===== config.mk =====
export PLATFORM = sky130hd
export DESIGN_NAME = mul_seq_ctrl_flat
export DESIGN_NICKNAME = d
export VERILOG_FILES = /design/src/rtl/mext_pkg.sv /design/src/rtl/mul_seq_ctrl_if.sv /design/src/rtl/mul_iter_core.sv /design/src/rtl/mul_seq_ctrl.sv /design/src/flat_wrapper.sv
export SDC_FILE = /design/constraint.sdc
export NUM_CORES = 1
export LEC_CHECK = 0
export CORE_MARGIN = 5
export CORE_UTILIZATION = 25
export DETAILED_ROUTE_END_ITERATION = 8
export PLACE_DENSITY = 0.49
export REMOVE_ABC_BUFFERS = 1
export SLEW_MARGIN = 20
export SYNTH_ARGS = -nofsm -noshare
export SYNTH_HDL_FRONTEND = slang
export SYNTH_SLANG_ARGS = --single-unit
export TNS_END_PERCENT = 10

===== constraint.sdc =====
create_clock -name clk -period 7.9 [get_ports clk]
set_input_delay 1.975 -clock clk [delete_from_list [all_inputs] [get_ports clk]]
set_output_delay 1.975 -clock clk [all_outputs]
set_load 0.05 [all_outputs]

===== src/rtl/mext_pkg.sv =====
// Shared types for the RV32M multiply sequencer.
//   XLEN        : operand width; the iterative core runs XLEN steps
//   mul_op_e    : funct3[1:0] encoding of the multiply group
//   mul_state_e : sequencer FSM states
package mext_pkg;

    localparam int unsigned XLEN = 32;

    typedef enum logic [1:0] {
        MUL    = 2'b00,
        MULH   = 2'b01,
        MULHSU = 2'b10,
        MULHU  = 2'b11
    } mul_op_e;

    typedef enum logic [1:0] {
        IDLE,
        BUSY,
        DONE
    } mul_state_e;

endpackage


===== src/rtl/mul_seq_ctrl_if.sv =====
// Pipeline <-> multiply sequencer bundle.
//   master : E-stage side (drives request, operands, flush; sees stall/result)
//   slave  : sequencer side
//   req_i/mul_op_i/rs1_i/rs2_i/flush_i : request and operands
//   stall_o/result_o/result_valid_o/busy_o : pipeline hold and result return
interface mul_seq_ctrl_if #(
    parameter int unsigned XLEN = mext_pkg::XLEN
);
    logic            req_i;
    logic [1:0]      mul_op_i;
    logic [XLEN-1:0] rs1_i;
    logic [XLEN-1:0] rs2_i;
    logic            flush_i;
    logic            stall_o;
    logic [XLEN-1:0] result_o;
    logic            result_valid_o;
    logic            busy_o;

    modport master (
        output req_i, mul_op_i, rs1_i, rs2_i, flush_i,
        input  stall_o, result_o, result_valid_o, busy_o
    );

    modport slave (
        input  req_i, mul_op_i, rs1_i, rs2_i, flush_i,
        output stall_o, result_o, result_valid_o, busy_o
    );
endinterface


===== src/rtl/mul_iter_core.sv =====
// Unsigned shift-add multiplier, one multiplier bit per step.
//   clk, rst : clock, asynchronous active-high reset
//   start    : load a/b, clear accumulator
//   a, b     : unsigned multiplicand / multiplier
//   step     : perform one shift-add iteration
//   prod     : accumulator value as it will be after this cycle
//              (includes the step applied this cycle, so the controller can
//              register the final product on the same edge as the last step)
module mul_iter_core #(
    parameter int unsigned XLEN = mext_pkg::XLEN
) (
    input  logic              clk,
    input  logic              rst,
    input  logic              start,
    input  logic [XLEN-1:0]   a,
    input  logic [XLEN-1:0]   b,
    input  logic              step,
    output logic [2*XLEN-1:0] prod
);
    logic [2*XLEN-1:0] mcand_q, mcand_d;
    logic [2*XLEN-1:0] acc_q, acc_d;
    logic [XLEN-1:0]   mplier_q, mplier_d;

    always_comb begin
        mcand_d  = mcand_q;
        mplier_d = mplier_q;
        acc_d    = acc_q;
        if (start) begin
            mcand_d  = {{XLEN{1'b0}}, a};
            mplier_d = b;
            acc_d    = '0;
        end else if (step) begin
            if (mplier_q[0]) begin
                acc_d = acc_q + mcand_q;
            end
            mcand_d  = mcand_q << 1;
            mplier_d = mplier_q >> 1;
        end
    end

    assign prod = acc_d;

    always_ff @(posedge clk or posedge rst) begin
        if (rst) begin
            mcand_q  <= '0;
            mplier_q <= '0;
            acc_q    <= '0;
        end else begin
            mcand_q  <= mcand_d;
            mplier_q <= mplier_d;
            acc_q    <= acc_d;
        end
    end
endmodule


===== src/rtl/mul_seq_ctrl.sv =====
// E-stage sequencer for MUL/MULH/MULHSU/MULHU.
//   clk, rst : clock, asynchronous active-high reset
//   bus      : slave side of mul_seq_ctrl_if (request/operands/flush in,
//              stall/result/result_valid/busy out)
// Operands are reduced to magnitudes, multiplied by mul_iter_core over XLEN
// cycles, then sign-corrected and the low or high word is returned with a
// one-cycle valid pulse in DONE. ZERO_FAST lets a zero operand skip the core.
module mul_seq_ctrl
    import mext_pkg::*;
#(
    parameter int unsigned XLEN      = mext_pkg::XLEN,
    parameter bit          ZERO_FAST = 1'b1
) (
    input  logic             clk,
    input  logic             rst,
    mul_seq_ctrl_if.slave    bus
);
    localparam int unsigned CW = $clog2(XLEN);
    localparam logic [CW-1:0] LAST = CW'(XLEN - 1);

    mul_state_e        state_q, state_d;
    logic [CW-1:0]     cnt_q, cnt_d;
    mul_op_e           op_q, op_d;
    logic              neg_q, neg_d;
    logic [XLEN-1:0]   result_q, result_d;

    mul_op_e           op_in;
    logic              sign_a, sign_b;
    logic [XLEN-1:0]   mag_a, mag_b;
    logic              accept, fast;
    logic              core_start, core_step;
    logic [2*XLEN-1:0] prod, prod_s;
    logic [XLEN-1:0]   word_sel;
    logic              stall, valid;

    mul_iter_core #(.XLEN(XLEN)) u_core (
        .clk   (clk),
        .rst   (rst),
        .start (core_start),
        .a     (mag_a),
        .b     (mag_b),
        .step  (core_step),
        .prod  (prod)
    );

    always_comb begin
        op_in  = mul_op_e'(bus.mul_op_i);
        sign_a = (op_in != MULHU) && bus.rs1_i[XLEN-1];
        sign_b = ((op_in == MUL) || (op_in == MULH)) && bus.rs2_i[XLEN-1];
        // -0x80.. wraps to 0x80.., which read unsigned is the exact magnitude
        mag_a  = sign_a ? -bus.rs1_i : bus.rs1_i;
        mag_b  = sign_b ? -bus.rs2_i : bus.rs2_i;
        accept = bus.req_i && !bus.flush_i;
        fast   = ZERO_FAST && ((bus.rs1_i == '0) || (bus.rs2_i == '0));

        prod_s   = neg_q ? -prod : prod;
        word_sel = (op_q == MUL) ? prod_s[XLEN-1:0] : prod_s[2*XLEN-1:XLEN];

        state_d    = state_q;
        cnt_d      = cnt_q;
        op_d       = op_q;
        neg_d      = neg_q;
        result_d   = result_q;
        core_start = 1'b0;
        core_step  = 1'b0;
        stall      = 1'b0;
        valid      = 1'b0;

        unique case (state_q)
            IDLE: begin
                if (accept) begin
                    stall = 1'b1;
                    op_d  = op_in;
                    neg_d = sign_a ^ sign_b;
                    cnt_d = '0;
                    if (fast) begin
                        state_d  = DONE;
                        result_d = '0;
                    end else begin
                        state_d    = BUSY;
                        core_start = 1'b1;
                    end
                end
            end
            BUSY: begin
                if (bus.flush_i) begin
                    state_d = IDLE;
                end else begin
                    stall     = 1'b1;
                    core_step = 1'b1;
                    cnt_d     = cnt_q + CW'(1);
                    if (cnt_q == LAST) begin
                        state_d  = DONE;
                        result_d = word_sel;
                    end
                end
            end
            DONE: begin
                state_d = IDLE;
                valid   = !bus.flush_i;
            end
            default: state_d = IDLE;
        endcase
    end

    always_ff @(posedge clk or posedge rst) begin
        if (rst) begin
            state_q  <= IDLE;
            cnt_q    <= '0;
            op_q     <= MUL;
            neg_q    <= 1'b0;
            result_q <= '0;
        end else begin
            state_q  <= state_d;
            cnt_q    <= cnt_d;
            op_q     <= op_d;
            neg_q    <= neg_d;
            result_q <= result_d;
        end
    end

    assign bus.stall_o        = stall;
    assign bus.result_o       = result_q;
    assign bus.result_valid_o = valid;
    assign bus.busy_o         = (state_q != IDLE);
endmodule


===== src/flat_wrapper.sv =====
// flat-port wrapper written by rule: the top's interface ports become plain ports
module mul_seq_ctrl_flat import mext_pkg::*;
#(
    parameter int unsigned XLEN      = mext_pkg::XLEN,
    parameter bit          ZERO_FAST = 1'b1
)
  (clk, rst, bus_req_i, bus_mul_op_i, bus_rs1_i, bus_rs2_i, bus_flush_i, bus_stall_o, bus_result_o, bus_result_valid_o, bus_busy_o);
  mul_seq_ctrl_if #(.XLEN(XLEN)) bus_i ();
  input  logic clk;
  input  logic rst;
  input wire logic [$bits(bus_i.req_i)-1:0] bus_req_i;
  input wire logic [$bits(bus_i.mul_op_i)-1:0] bus_mul_op_i;
  input wire logic [$bits(bus_i.rs1_i)-1:0] bus_rs1_i;
  input wire logic [$bits(bus_i.rs2_i)-1:0] bus_rs2_i;
  input wire logic [$bits(bus_i.flush_i)-1:0] bus_flush_i;
  output wire logic [$bits(bus_i.stall_o)-1:0] bus_stall_o;
  output wire logic [$bits(bus_i.result_o)-1:0] bus_result_o;
  output wire logic [$bits(bus_i.result_valid_o)-1:0] bus_result_valid_o;
  output wire logic [$bits(bus_i.busy_o)-1:0] bus_busy_o;
  assign bus_i.req_i = bus_req_i;
  assign bus_i.mul_op_i = bus_mul_op_i;
  assign bus_i.rs1_i = bus_rs1_i;
  assign bus_i.rs2_i = bus_rs2_i;
  assign bus_i.flush_i = bus_flush_i;
  assign bus_stall_o = bus_i.stall_o;
  assign bus_result_o = bus_i.result_o;
  assign bus_result_valid_o = bus_i.result_valid_o;
  assign bus_busy_o = bus_i.busy_o;
  mul_seq_ctrl #(.XLEN(XLEN), .ZERO_FAST(ZERO_FAST)) u_core (.clk(clk), .rst(rst), .bus(bus_i));
endmodule

==> metrics <==
post-CTS setup buffer count=0; Worst Tran Pin Value=1166 ps; top post-synthesis cells by count=nand2_1 (391), nor2_1 (220), dfrtp_1 (202), a21oi_1 (180), o21ai_0 (113); Buf/Inv on CP=4; post-route cell area=approximately 0.019 sq mm; Initial Util=0.2525; worst path cell trace=clkdlybuf4s50_1 > nor4_1 > nand2_1 > nor4_1 > a211oi_4 > buf_12 > a211oi_1 > inv_1 > ha_1 > inv_1 > a21oi_1 > nand3_1 > or3b_1 > o21ai_0 > xor2_1 > o21ai_0; CP Data Arrival Time=roughly 7000 ps; Top FF cell, synth=dfrtp_1; Async SR Flop Fraction=1.000; smallest hold slack=slightly below 500 ps; DR WL/cell=~21 um; Synth Area per Inst=~7.6 sq um; clock buffer count from CTS=25; outcome=finished clean; Antenna Cells=0; Final Core Density=0.2938; crit path max-delay cell type=nor4_1; DRT Pass-1 Iters=5; first-pass GRT wire length=about 100 mm; post-synth top area share=0.3106; H-tree Lvls=1; DRT antenna net count=0; mapped cell area=0.01628 sq mm; footprint of the multi-input gates=~0.011 sq mm; Power, Total=0.004843 W; final setup vio count=0; placed cell area=between 0.015 and 0.02 sq mm; HP Class=flip-flop to flip-flop; Vias/cell=5.484; GRT Util Overall=0.1767; worst setup margin=~1300 ps; Iteration-0 DRC Markers=1121; Core ar.=between 0.06 and 0.07 sq mm; #FFs+latches synth=202; final hold violations=0; Die X=265.2 um; Cells after Synth=between 2000 and 2500; vias after detailed routing=around 17000; Buffers on Ports=104; CP top delay family=simple AND/OR/NAND/NOR gates; Comb power frac=0.488; Die Span Y=between 200 and 300 um; HPWL Detailed=just under 50 mm; synth top area cells=dfrtp_1 (31%), nand2_1 (9.0%), a21oi_1 (5.5%), ha_1 (5.2%), nor2_1 (5.1%); die area=0.07031 sq mm; FILL cells=about 7100; Skew-Pair Late Insertion Delay=550 ps; largest net degree at the start of global routing=114; post_cts resized=0; CTS root buf=clkbuf_16; fin crit period=between 6000 and 7000 ps; Reg clk slew, reported paths=60 ps; Max Cap Viol=0; synthesis warning total=0; Reg area=0.005056 sq mm; GPL Wtd Cong=0.9261; CP endpoint kind=flip-flop; Int Pwr=0.002642 W; sequential group share of total power=0.280; clock share of power=0.232; Leakage=~7.9 nW; EDFF count, synth=0; DRC viols=0; grt ovf=0; clk buf depth=3; I/O pin count=between 100 and 150; vias in the first global route=16692; routed wire length=64.55 mm; fin crit share=0.8328; clk_skew=19.68 ps; layout cell share with drive strength beyond 1=0.04851; register area share after synthesis=0.3106; startpoint types=input port; CP max FO=88; NetSw=0.002202 W; CP peak stage delay=1040 ps; Crit Path Category=input port to flip-flop; pwr dens=around 260 mW/mm^2; Slew HR=0.2154; RSZ-0062 raised after global routing=false; Final Max Tran Viols=0; Syn-to-layout area delta=16.37%; CTS tree=built; Synth cell types=88; Yosys top cell by area=dfrtp_1; initial antenna violation count=0; switching share of power=0.4546; total clock sinks=202; final net count=around 2300; VDD IR max=around 0.00021 V; CTS Hold Bufs=0; Fmax=~0.15 GHz; Critical Path RT=8290 ps; DP Worst Slack=935.3 ps; cell with the most instances after synthesis=nand2_1; Site Rows=between 90 and 100
==> sequential cells by signal, indices dropped and copies added, names as in the netlist <==
| register | count |
|---|---|
| u_core.state_q | 2 |
| u_core.cnt_q | 5 |
| u_core.op_q | 2 |
| u_core.u_core.mplier_q | 32 |
| u_core.bus.result_o | 32 |
| u_core.neg_q | 1 |
| u_core.u_core.mcand_q | 64 |
| u_core.u_core.acc_q | 64 |
==> worst paths after layout <==
check,start,to,slack (ps),cells after the start
max in group asynchronous,rst,u_core.state_q[1]$_DFFE_PP0P_,4580,3
worst max register to register,u_core.u_core.acc_q[14]$_DFF_PP0_,u_core.bus.result_o[7]$_DFFE_PP0P_,2170,14
worst max-delay path,bus_rs2_i[2],u_core.bus.result_o[14]$_DFFE_PP0P_,1320,16
worst min-delay path,u_core.cnt_q[4]$_DFFE_PP0P_,u_core.cnt_q[4]$_DFFE_PP0P_,480,2
worst min register to register,u_core.cnt_q[4]$_DFFE_PP0P_,u_core.cnt_q[4]$_DFFE_PP0P_,480,2
min in group asynchronous,rst,u_core.u_core.mcand_q[23]$_DFFE_PP0P_,2040,2
==> per-stage QoR <==
step / std cells / setup TNS [ps]
2_1_floorplan: 2016 / -195550
3_3_place_gp: 3002 / 0
3_5_place_dp: 3002 / 0
4_1_cts: 3040 / 0
5_1_grt: 3040 / 0
6_report: 3040 / 0
==> tightest hold or removal path, delay by kind of cell (launching register included) <==
kind / cells / cell delay [ps]
and+or+nand+nor: 2 / 100
DFF: 1 / 350
==> cell usage in the layout (no fill, tap or decap), types with 23 or more instances in the layout <==
master,instances
or3_1,25
clkdlybuf4s50_1,104
xor2_1,73
xnor2_1,69
a21oi_1,180
nand3_1,44
nor2_1,220
nor3_1,54
a31oi_1,75
o21ai_0,113
inv_1,36
a22oi_1,24
buf_4,25
ha_1,68
a21o_1,29
nand4_1,37
nor4_1,23
o31ai_1,47
nand2_1,389
dfrtp_1,201
clkbuf_16,25
==> routing by layer <==
metal / vias to the layer above / GRT usage / routed length [um]
li1: 7850 / - / -
met1: 8245 / 0.2367 / 28530
met2: 477 / 0.3018 / 30780
met3: 100 / 0.01674 / 3123
met4: 0 / 0.05678 / 2122
met5: - / 0 / 0
==> power by group through the flow <==
stage | registers [W] | logic [W] | clock network, W
after global routing | 0.00137 | 0.00258 | 0.00119
after detailed placement | 0.00137 | 0.00233 | 0
after floorplan | 0.00131 | 0.00160 | 0
after global placement | 0.00137 | 0.00232 | 0
final | 0.00136 | 0.00236 | 0.00112
after CTS | 0.00136 | 0.00234 | 0.00115
==> area by class of cell <==
class | count | share of cell area
sequential | 202 | 0.2669
clock inverter | 5 | 0.002973
inverter | 37 | 0.007729
multi-input combinational | 1777 | 0.5616
clock buffer | 33 | 0.03726
timing repair buffer | 131 | 0.06698
tap | 855 | 0.05648
==> logic make-up after synthesis <==
kind of cell | count (synthesis) | synth area share
compound gates | 646 | 0.2580
flops | 202 | 0.3106
xor+xnor | 142 | 0.07641
simple gates | 906 | 0.2538
buf+inv | 159 | 0.03874
mux | 14 | 0.008994
fa+ha+maj | 69 | 0.05350
(Power assumes the default switching activity.)
==> RTL edit (same flow settings) <==
`result_q` no longer has a reset.
--- a/src/rtl/mul_seq_ctrl.sv
+++ b/src/rtl/mul_seq_ctrl.sv
@@ -111,3 +111,2 @@
             neg_q    <= 1'b0;
-            result_q <= '0;
         end else begin
@@ -117,4 +116,7 @@
             neg_q    <= neg_d;
-            result_q <= result_d;
         end
+    end
+
+    always_ff @(posedge clk) begin
+        result_q <= result_d;
     end
Behaviour: no difference found for any inputs over 4 cycles, from zero or initial values and one cycle with rst high; that may be too few to reach the edited logic, so the function may still have changed.
==> RTL edit against the unedited design <==
Final area rose by 3.9%. Critical path depth did not move. Die area rose by 3.9%. Total power rose by 15%. Hold slack improved by 0.016 ns. Synthesized area rose by 4.1%. Global-route usage fell by 0.081 points. Sequential cell count did not move. Wire length rose by 4.5%. Worst setup slack got worse by 0.30 ns. Register-to-register slack got worse by 0.36 ns. Critical endpoint is now u_core.bus.result_o[28]. Largest cell class unchanged. Highest routed layer unchanged.
==> RTL edit: results (changes against the unedited design) <==
GRT Resource Usage Total=17.6% (-0.081 points); pin count of the biggest net entering global routing=77 (-32%); Placed Area=18800 um^2 (+3.3%); drt drc=0 (unchanged); Worst EP arrival=7.16 ns (+0.19 ns); nets=2347 (+1.5%); Clock Pin Slew Worst Setup and Hold Paths=0.06 ns (about the same); Post-synth top cells=nand2_1 (389), nor2_1 (223), a21oi_1 (197), dfrtp_1 (170), o21ai_0 (115); Place WS=0.541 ns (-0.395 ns); static leakage=7.85 nW (-0.81%); hpwl dp=52400 um (+5.5%); outcome=finished, final reports clean; slowest stage delay, CP=0.82 ns (-0.22 ns); Rows=95 (+2.2%); sequential area share after synthesis=30.8% (-0.28 points); clk_skew=0.0132 ns (-0.00648 ns); global-route wire length before repair=103000 um (+3.1%); CTS H-tree depth=1 (unchanged); Max FO, Critical Path=23 (-74%); Num CTS Buffers=26 (+4.0%); Unique masters post-synth=116 (+32%); Syn Inst Count=2178 (+1.9%); layout cell share with drive strength beyond 1=6.91% (+2.1 points); synth top area cells=dfrtp_1 (25%), nand2_1 (8.6%), a21oi_1 (5.8%); Clock Path Buffers=3 (unchanged); vias in the first global route=16600 (-0.74%); PostCTS Resize Cnt=0 (unchanged); first drt pass iteration count=5 (unchanged); Non-Filler Instances=3101 (+2.0%); adder-cell share of the synthesized area=5.14% (-0.21 points); compound-gate portion of the synthesized area=26.4% (+0.62 points); Starting DRT DRC Count=1332 (+19%); Fillers=7162 (+1.2%); number of synthesized flops with an enable pin=32 (+32); clk_lat worst skew=between 0.5 and 0.6 ns; CTS root buffer=clkbuf_16; antenna violations before repair=0 (unchanged); Slew headroom=25.6% (+4.1 points); Routed WL per cell=21.7 um (+2.4%); Remaining Overflow, GRT=0 (unchanged); IO Port Bufs=104 (unchanged); Post-Synth XOR/XNOR Area=6.46% (-1.2 points); Largest regs=u_core.u_core.acc_q x64, u_core.u_core.mcand_q x64; DR vias/cell=5.49 (+0.19%); Max VDD drop=177 uV (-15%); # diodes=0 (unchanged); Top delay family on crit path=simple AND/OR/NAND/NOR gates; post-synthesis mux area share=1.24% (+0.34 points); YS warnings=0 (unchanged); placer congestion estimate=0.949 (+2.5%); Setup Buffers After CTS=0 (unchanged); Synth Flop Type=dfrtp_1; CP max stage cell=o41ai_1; ys async rst share=84.2% (-16 points); HP Class=reg -> reg
==> RTL edit: report_power, final <==
| part | internal (W) | switching, W | total [W] |
|---|---|---|---|
| sequential | 0.00126 | 0.000180 | 0.00144 |
| combinational | 0.000931 | 0.00190 | 0.00283 |
| clock | 0.000779 | 0.000522 | 0.00130 |
| total | 0.00297 | 0.00260 | 0.00557 |
==> RTL edit: cell families (layout without fill, tap and decap cells) <==
kind of cell    after synthesis  after routing
compound gates              666            666
xor+xnor                    125            125
fa+ha+maj                    69             69
buf+inv                     172            222
flops                       202            202
mux                          19             19
simple gates                925            925
==> RTL edit: final timing paths <==
path	cells past startpoint	to	startpoint	slack, ns
setup / recovery	16	u_core.bus.result_o[28]	bus_rs1_i[26]	1.03
hold / removal	2	u_core.cnt_q[4]	u_core.cnt_q[4]	0.50
setup reg to reg	16	u_core.bus.result_o[25]	u_core.u_core.mcand_q[0]	1.81
hold reg to reg	2	u_core.cnt_q[4]	u_core.cnt_q[4]	0.50
max in group asynchronous	3	u_core.u_core.acc_q[59]	rst	4.70
min in group asynchronous	2	u_core.u_core.mcand_q[11]	rst	1.85
==> RTL edit: per-layer routing <==
layer | vias to the layer above | track usage [%] | part of all wire (%)
met1 | 8416 | 23.1 | 44
met5 | - | 0 | 0
met3 | 87 | 2.03 | 4.5
met4 | 0 | 4.22 | 2.9
li1 | 8056 | - | -
met2 | 479 | 30.9 | 49
==> RTL edit: final cells by class <==
| class | instances | area (um^2) | share of cell area [%] |
|---|---|---|---|
| clock buffers | 34 | 722 | 3.67 |
| clock inverters | 14 | 193 | 0.979 |
| inverters | 39 | 151 | 0.769 |
| multi-input cells | 1804 | 11000 | 56.1 |
| flip-flops and latches | 202 | 5220 | 26.5 |
| well taps | 873 | 1090 | 5.55 |
| repair buffers | 135 | 1270 | 6.47 |
